==> src/rtl/chunk_serial_adder.sv <==
// chunk_serial_adder: WIDTH-bit adder that adds CHUNK bits per clock through a registered carry.
// Optional macro SUB_EN adds a 'sub' input selecting a - b (co=1 then means no borrow).

module ha (
  input  logic i_a,
  input  logic i_b,
  output logic o_s,
  output logic o_co
);
  assign o_s  = i_a ^ i_b;
  assign o_co = i_a & i_b;
endmodule

module fa (
  input  logic i_a,
  input  logic i_b,
  input  logic i_ci,
  output logic o_s,
  output logic o_co
);
  logic w_s1;
  logic w_c1;
  logic w_c2;

  ha u_ha0 (.i_a(i_a),  .i_b(i_b),  .o_s(w_s1), .o_co(w_c1));
  ha u_ha1 (.i_a(w_s1), .i_b(i_ci), .o_s(o_s),  .o_co(w_c2));

  assign o_co = w_c1 | w_c2;
endmodule

module chunk_serial_adder #(
  parameter int WIDTH = 16,
  parameter int CHUNK = 4
) (
  input  logic             clock,
  input  logic             reset_n,
  input  logic             start,
  input  logic [WIDTH-1:0] a,
  input  logic [WIDTH-1:0] b,
  input  logic             ci,
`ifdef SUB_EN
  input  logic             sub,
`endif
  output logic             busy,
  output logic             done,
  output logic [WIDTH-1:0] s,
  output logic             co
);
  localparam int N  = WIDTH / CHUNK;
  localparam int KW = (N > 1) ? $clog2(N) : 1;
  localparam logic [WIDTH-1:0] CHUNK_MASK = WIDTH'({CHUNK{1'b1}});

  typedef enum logic {
    IDLE = 1'b0,
    RUN  = 1'b1
  } state_t;

  state_t           r_state;
  state_t           w_nextState;
  logic [WIDTH-1:0] r_a;
  logic [WIDTH-1:0] r_b;
  logic             r_c;
  logic [KW-1:0]    r_k;
  logic [WIDTH-1:0] r_s;
  logic             r_co;
  logic             r_done;

  logic [WIDTH-1:0] w_bLoad;
  logic             w_cLoad;
  logic [31:0]      w_base;
  logic [CHUNK-1:0] w_chunkA;
  logic [CHUNK-1:0] w_chunkB;
  logic [CHUNK-1:0] w_sum;
  logic             w_chunkCo;
  logic             w_last;

  // Subtraction is a + ~b + 1, so it reuses the adder with a forced carry-in.
`ifdef SUB_EN
  assign w_bLoad = sub ? ~b : b;
  assign w_cLoad = sub ? 1'b1 : ci;
`else
  assign w_bLoad = b;
  assign w_cLoad = ci;
`endif

  assign w_base   = 32'(r_k) * 32'(CHUNK);
  assign w_chunkA = CHUNK'(r_a >> w_base);
  assign w_chunkB = CHUNK'(r_b >> w_base);
  assign w_last   = (r_k == KW'(N - 1));

  generate
    for (genvar i = 0; i < CHUNK; i++) begin : g_bit
      logic w_cin;
      logic w_cout;
      if (i == 0) begin : g_first
        assign w_cin = r_c;
      end else begin : g_next
        assign w_cin = g_bit[i-1].w_cout;
      end
      fa u_fa (
        .i_a (w_chunkA[i]),
        .i_b (w_chunkB[i]),
        .i_ci(w_cin),
        .o_s (w_sum[i]),
        .o_co(w_cout)
      );
    end
  endgenerate

  assign w_chunkCo = g_bit[CHUNK-1].w_cout;

  always_comb begin
    w_nextState = r_state;
    case (r_state)
      IDLE:    if (start) w_nextState = RUN;
      RUN:     if (w_last) w_nextState = IDLE;
      default: w_nextState = IDLE;
    endcase
  end

  always_ff @(posedge clock or negedge reset_n) begin
    if (!reset_n) begin
      r_state <= IDLE;
      r_a     <= '0;
      r_b     <= '0;
      r_c     <= 1'b0;
      r_k     <= '0;
      r_s     <= '0;
      r_co    <= 1'b0;
      r_done  <= 1'b0;
    end else begin
      r_state <= w_nextState;
      r_done  <= 1'b0;
      case (r_state)
        IDLE: begin
          if (start) begin
            r_a  <= a;
            r_b  <= w_bLoad;
            r_c  <= w_cLoad;
            r_k  <= '0;
            r_s  <= '0;
            r_co <= 1'b0;
          end
        end
        RUN: begin
          // Only the current chunk's slice of s is replaced; earlier chunks are kept.
          r_s <= (r_s & ~(CHUNK_MASK << w_base)) | (WIDTH'(w_sum) << w_base);
          r_c <= w_chunkCo;
          if (w_last) begin
            r_co   <= w_chunkCo;
            r_done <= 1'b1;
          end else begin
            r_k <= r_k + 1'b1;
          end
        end
        default: ;
      endcase
    end
  end

  assign busy = (r_state == RUN);
  assign done = r_done;
  assign s    = r_s;
  assign co   = r_co;
endmodule

==> config.mk <==
export PLATFORM = sky130hd
export DESIGN_NAME = chunk_serial_adder
export DESIGN_NICKNAME = d
export VERILOG_FILES = /design/src/rtl/chunk_serial_adder.sv
export SDC_FILE = /design/constraint.sdc
export NUM_CORES = 1
export LEC_CHECK = 0
export ABC_AREA = 1
export ABC_CLOCK_PERIOD_IN_PS = 2600
export CAP_MARGIN = 15
export CORE_ASPECT_RATIO = 1.5
export CORE_MARGIN = 4
export CORE_UTILIZATION = 48
export CTS_BUF_LIST = sky130_fd_sc_hd__clkbuf_4
export DETAILED_ROUTE_END_ITERATION = 12
export PLACE_DENSITY = 0.78
export SYNTH_ARGS = -nofsm -noshare
export SYNTH_HDL_FRONTEND = slang
export SYNTH_SLANG_ARGS = --single-unit
==> constraint.sdc <==
create_clock -name clock -period 2.6 [get_ports clock]
set_input_delay 0.39 -clock clock [delete_from_list [all_inputs] [get_ports clock]]
set_output_delay 0.39 -clock clock [all_outputs]
set_load 0.02 [all_outputs]
==> flow_summary_export.csv, run 1 <==
group,metric,value,unit
clock_tree,numCtsBuffers,5,
critical_path,r2r-start,"r_k[0]",
sta,drv_slew,0,
floorplan,ios,55,
run_status,status,"finished, final reports clean",
clock_tree,clock_latency,0.38,ns
critical_path,cp.arrival,2.83,ns
finish,multi_input_area,1152,um^2
synthesis,synth_edf_count,0,
grt,grt-ovfl-total,0,
sta,fin_ws,0.05280,ns
floorplan,rows,33,
critical_path,rrSetupSlack,0.05,ns
route,ant_nets,0,
run,cap_viol_max_count,0,
power,powerDensity,1282,nW/um^2
grt,antenna_found_initial,0,
placed_design,dp_hpwl,4291,um
power,p_sw_share,44.50,%
power,internal-power,0.002466,W
grt,grt_pass1_wl,9998,um
synthesis,synth_async_sr_flop_share,100.0,%
synthesis,syn_inst,340,
route,vias_per_cell,4.992,
critical_path,rr_endpoint,"s[11]",
sta,period_needed,2.547,ns
finish,seqCellArea,1354,um^2
power,p_sw,0.001977,W
worst_hold_path,min_to,"r_b[8]",
synthesis,synthesis.nets,384,
finish,final_cell_mix,"nand2_1 (147), nand3_1 (66), clkdlybuf4s50_1 (53)",
power,p_comb_share,56.3,%
sta,fin_skew,0.01837,ns
route,wl_per_cell,12.65,um
floorplan,start_util,49.46,%
power,seqPwrFrac,33.1,%
finish,num-nets-final,444,
sta,fin_tns_setup,0,ns
power,p_leak,1.819,nW
clock_tree,cts_root_buf,"clkbuf_4",
sta,setup_violations,0,
route,vias,2351,
synthesis,synth_seq_cells,54,
clock_tree,cts.htree.levels,2,
floorplan,die_area,6951,um^2
finish,fin_util,63.11,%
clock_tree,cts_buffer_depth,2,
grt,track_usage,17.81,%
route,drt_iter0_drc,102,
sta,fin_crit_sh,97.97,%
finish,antenna-diode-count,0,
sta,holdWs,0.4891,ns
placed_design,routabilityCongestion,0.9527,
route,drt-total-wl,5956,um
critical_path,worstSetupPathType,"reg2reg",
floorplan,die_y,100.1,um
synthesis,syn_area_per_cell,7.989,um^2
finish,fillers,500,
finish,syn_to_final_growth,27.59,%
clock_tree,cts_tree,"yes",
synthesis,synth_area,2716,um^2
grt,grt_max_degree,53,
route,drtPass1Iterations,6,
floorplan,core_area,5492,um^2
placed_design,port_buffers,54,
worst_hold_path,worstHoldPathCells,2,
power,clkPwrFrac,10.6,%
critical_path,critical_path.startpoint,"r_k[0]",
grt,grt_pass1_vias,2213,
clock_tree,cts_sinks,54,
critical_path,cp_max_fo,8,
synthesis,ys_types,17,
worst_hold_path,min_from,"r_b[8]",
sta,slew_headroom,72.38,%
sta,rsz0062_at_grt,"true",
finish,drive_gt1_share,12.47,%
worst_hold_path,hold_path_class,"reg2reg",
sta,worstMarginPinSlew,0.4143,ns
critical_path,crit_path_start_kind,"register",
synthesis,synth_ff_type,"dfrtp_1",
synthesis,ys_seq_area_share,49.75,%
sta,hold_violations,0,
placed_design,post-place-ws,-0.08042,ns
clock_tree,clk_pin_slew,0.14,ns
finish,layout.cells.most_common,"nand2_1",
route,drc,0,
power,p_total,0.004444,W
critical_path,required,2.88,ns
synthesis,yosysWarnings,0,
critical_path,cp-end-kind,"register",
critical_path,reg2regPathDepth,14,
floorplan,fp.dieW,69.42,um
sta,fmax,0.3926,GHz
power,peakVddDrop,0.0004993,V
==> how the worst max path moves through the flow <==
stage | to | depth (start not counted)
after floorplan | s[7] | 15
after global placement | s[7] | 14
after detailed placement | s[7] | 14
after CTS | s[7] | 14
after global routing | s[11] | 14
final | s[11] | 14
==> sequential cells by signal, indices dropped and copies added (netlist names) <==
name and count:
r_b 16, done 1, r_k 2, busy 1, r_a 16, s 16, co 1, g_bit.w_cin 1
==> layer usage <==
layer | wire length, um | part of all wire (%) | GRT usage, %
met4 | 131 | 2.2 | 7.218
met1 | 2358 | 40 | 20.26
met2 | 3230 | 54 | 32.57
met3 | 235 | 3.9 | 3.407
met5 | 0 | 0 | 0
==> cells in the mapped netlist (2+ instances only) <==
master	number	area, um^2
ha_1	4	50.05
buf_6	6	67.56
inv_1	25	93.84
inv_2	2	7.510
nand3_1	69	345.3
fa_1	4	80.08
buf_4	3	22.52
dfrtp_1	54	1351
buf_2	9	45.04
nor2_1	5	18.77
nand2_1	152	570.6
nor2_2	2	12.51
==> power groups by stage <==
stage	registers (W)	logic (W)	clock network, W
after floorplan	0.00152	0.00161	0
after global placement	0.00147	0.00226	0
after detailed placement	0.00147	0.00232	0
final	0.00147	0.00250	0.000473
after global routing	0.00152	0.00285	0.000510
after CTS	0.00146	0.00234	0.000481
==> cell families (layout without fill, tap and decap cells) <==
family,Yosys count,after routing,synth area share [%]
buffers and inverters,47,108,9.212
adder cells (fa/ha/maj),8,8,4.791
flip-flops,54,54,49.75
AND/OR/NAND/NOR,231,231,36.25
==> area by class of cell <==
cell class                 count  share of cell area [%]
multi-input combinational    239                   33.25
tap                           70                   2.527
clock inverter                 1                  0.8664
timing repair buffer          71                   19.31
sequential                    54                   39.06
clock buffer                   7                   1.516
inverter                      29                   3.466
==> per-stage QoR <==
| stage | cell area (um^2) | std cells |
|---|---|---|
| 2_1_floorplan | 2716 | 340 |
| 3_3_place_gp | 3279 | 456 |
| 3_5_place_dp | 3279 | 456 |
| 4_1_cts | 3383 | 466 |
| 5_1_grt | 3466 | 471 |
| 6_report | 3466 | 471 |
==> critical path, stage by stage, from the launching register on <==
cell	delay [ns]
dfrtp_2	0.48
clkinv_4	0.12
nand2_1	0.10
nand3_2	0.07
nand2_2	0.07
fa_2	0.20
inv_2	0.04
fa_2	0.33
fa_2	0.34
inv_2	0.06
fa_1	0.42
inv_1	0.08
nor2_2	0.04
nand2_1	0.06
nand2_1	0.05
==> timing repair <==
action / 4_1_cts / 5_1_grt
hold buffers: 1 / 0
resized for setup: 2 / 18
hold endpoints to repair: 14 / 0
endpoints found under the setup margin: 4 / 4
pin swaps: 0 / 5
setup buffers: 1 / 5
Power figures use the tool's default switching activity.
==> run 2, diff against run 1 <==
--- a/config.mk
+++ b/config.mk
@@ -17,3 +17,4 @@
 export SYNTH_ARGS = -nofsm -noshare
 export SYNTH_HDL_FRONTEND = slang
 export SYNTH_SLANG_ARGS = --single-unit
+export TNS_END_PERCENT = 5
==> run 2 against run 1 <==
- global-route usage unchanged
- core utilization decreased by 0.52 points
- critical path depth unchanged
- final cell count unchanged
- wire length decreased by 1.2%
- via count decreased by 0.85%
- critical path type unchanged
==> flow_summary_export.csv, run 2 (synthesized netlist as in run 1, its figures left out) <==
group,metric,value,unit
run_status,status,"finished, final reports clean",
worst_hold_path,hold_path_class,"reg2reg",
route,ant_nets,0,
clock_tree,cts.htree.levels,2,
sta,worstMarginPinSlew,0.4213,ns
clock_tree,numCtsBuffers,5,
floorplan,ios,55,
route,drt-total-wl,5883,um
route,wl_per_cell,12.49,um
sta,drv_slew,0,
grt,track_usage,17.81,%
placed_design,dp_hpwl,4291,um
finish,layout.cells.most_common,"nand2_1",
critical_path,cp_slowest_stage_delay,0.49,ns
route,vias,2331,
critical_path,crit_chain,"buf_4 -> nand2_1 -> nand3_1 -> nand2_2 -> fa_2 -> inv_1 -> fa_2 -> fa_2 -> inv_2 -> fa_1 -> inv_1 -> nor2_2 -> nand2_1 -> nand2_1",
clock_tree,cts_buffer_depth,2,
finish,multi_input_area,1127,um^2
placed_design,place_inst,456,
finish,fin_util,62.59,%
floorplan,core_area,5492,um^2
power,peakVddDrop,0.0005010,V
sta,fin_crit_sh,98.91,%
grt,grt_max_degree,53,
grt,antenna_found_initial,0,
floorplan,die_area,6951,um^2
sta,fin_tns_setup,0,ns
sta,fin_ws,0.02843,ns
finish,num-nets-final,444,
clock_tree,cts_tree,"yes",
floorplan,start_util,49.46,%
finish,fin_cells,471,
placed_design,post-place-ws,-0.08042,ns
finish,seqCellArea,1354,um^2
floorplan,rows,33,
critical_path,cp.buffers_inverters,4,
critical_path,cp-end-kind,"register",
power,p_leak,1.813,nW
grt,grt_pass1_vias,2213,
placed_design,routabilityCongestion,0.9527,
sta,slew_headroom,71.91,%
route,drtPass1Iterations,4,
critical_path,crit_path_start_kind,"register",
floorplan,die_y,100.1,um
critical_path,slowest_stage,"dfrtp_2",
sta,period_needed,2.572,ns
clock_tree,clock_latency,0.38,ns
sta,setup_violations,0,
grt,grt_pass1_wl,9998,um
sta,holdWs,0.4889,ns
critical_path,cp_max_fo,7,
critical_path,worstSetupPathType,"reg2reg",
route,drt_iter0_drc,109,
finish,syn_to_final_growth,26.53,%
clock_tree,cts_root_buf,"clkbuf_4",
power,powerDensity,1279,nW/um^2
critical_path,cp.arrival,2.85,ns
finish,drive_gt1_share,10.47,%
critical_path,required,2.88,ns
floorplan,fp.dieW,69.42,um
sta,hold_violations,0,
finish,antenna-diode-count,0,
sta,rsz0062_at_grt,"true",
grt,grt-ovfl-total,0,
clock_tree,clk_pin_slew,0.14,ns
finish,final_cell_mix,"nand2_1 (151), nand3_1 (69), clkdlybuf4s50_1 (53)",
placed_design,port_buffers,54,
critical_path,crit_family,"adder cells",
route,drc,0,
run,cap_viol_max_count,0,
finish,fillers,507,
sta,fmax,0.3889,GHz
sta,fin_skew,0.01732,ns
route,vias_per_cell,4.949,
clock_tree,cts_sinks,54,
## run 2: cell counts in the layout (fill, tap and decap cells not counted)
Identical to the previous run, type by type.
## run 2: per-stage QoR
step                      total power, W  area (um^2)
after detailed placement        0.003791         3279
after global routing            0.004828         3437
final                           0.004394         3437
after floorplan                 0.003133         2716
after global placement          0.003729         3279
after CTS                       0.004281         3383
## run 2: per-layer routing
layer | vias to the layer above | part of all wire (%) | track usage, %
met5 | - | 0 | 0
met2 | 58 | 54 | 32.57
met4 | 0 | 1.9 | 7.218
met3 | 8 | 4.1 | 3.407
li1 | 1177 | - | -
met1 | 1088 | 40 | 20.26
## run 2: power by group
part	leakage, nW	internal (W)	switching [W]
clock network	0.0463	0.000225	0.000248
logic	1.09	0.00101	0.00145
registers	0.679	0.00121	0.000249
total	1.81	0.00245	0.00195
## run 2: final cells by class
type	instances	share of cell area, %
sequential	54	39.39
multi-input combinational	239	32.80
timing repair buffer	71	19.37
inverter	29	3.495
tap	70	2.548
clock buffer	7	1.529
clock inverter	1	0.8737
## run 2: worst reg2reg max path, stage by stage, from the launching register on
cell     delay (ns)
dfrtp_2        0.49
buf_4          0.16
nand2_1        0.05
nand3_1        0.08
nand2_2        0.08
fa_2           0.19
inv_1          0.05
fa_2           0.33
fa_2           0.34
inv_2          0.06
fa_1           0.42
inv_1          0.08
nor2_2         0.04
nand2_1        0.06
nand2_1        0.05
## run 2: path summary, 6_finish.rpt
check                         from  endpoint  slack [ns]  cells after the start
max                         r_k[0]     s[11]        0.03                     14
min                         r_b[8]    r_b[8]        0.49                      2
max reg2reg                 r_k[0]     s[11]        0.03                     14
min reg2reg                 r_b[8]    r_b[8]        0.49                      2
max in group asynchronous  reset_n    r_k[1]        1.76                      3
min in group asynchronous  reset_n     s[14]        0.51                      3
## run 2: repair_timing
item	in CTS	in global routing
resized for setup	2	9
hold buffers	1	0
endpoints found under the hold margin	14	0
endpoints found under the setup margin	4	4
buffers inserted	1	5
pin swaps	0	3
cloned	0	0
==> run 3, diff against run 2 <==
==> constraint.sdc (replaced) <==
create_clock -name clock -period 2.6 [get_ports clock]
set_input_delay 0.39 -clock clock [delete_from_list [all_inputs] [get_ports clock]]
set_output_delay 0.39 -clock clock [all_outputs]
set_load 0.005 [all_outputs]
==> results of run 3 <==
The final DEF is identical to that of run 2. Status: finished, final reports clean.
Among the figures that moved: total power 0.004394 W -> 0.004277 W; worst IR drop on VDD 0.0005010 V -> 0.0004992 V
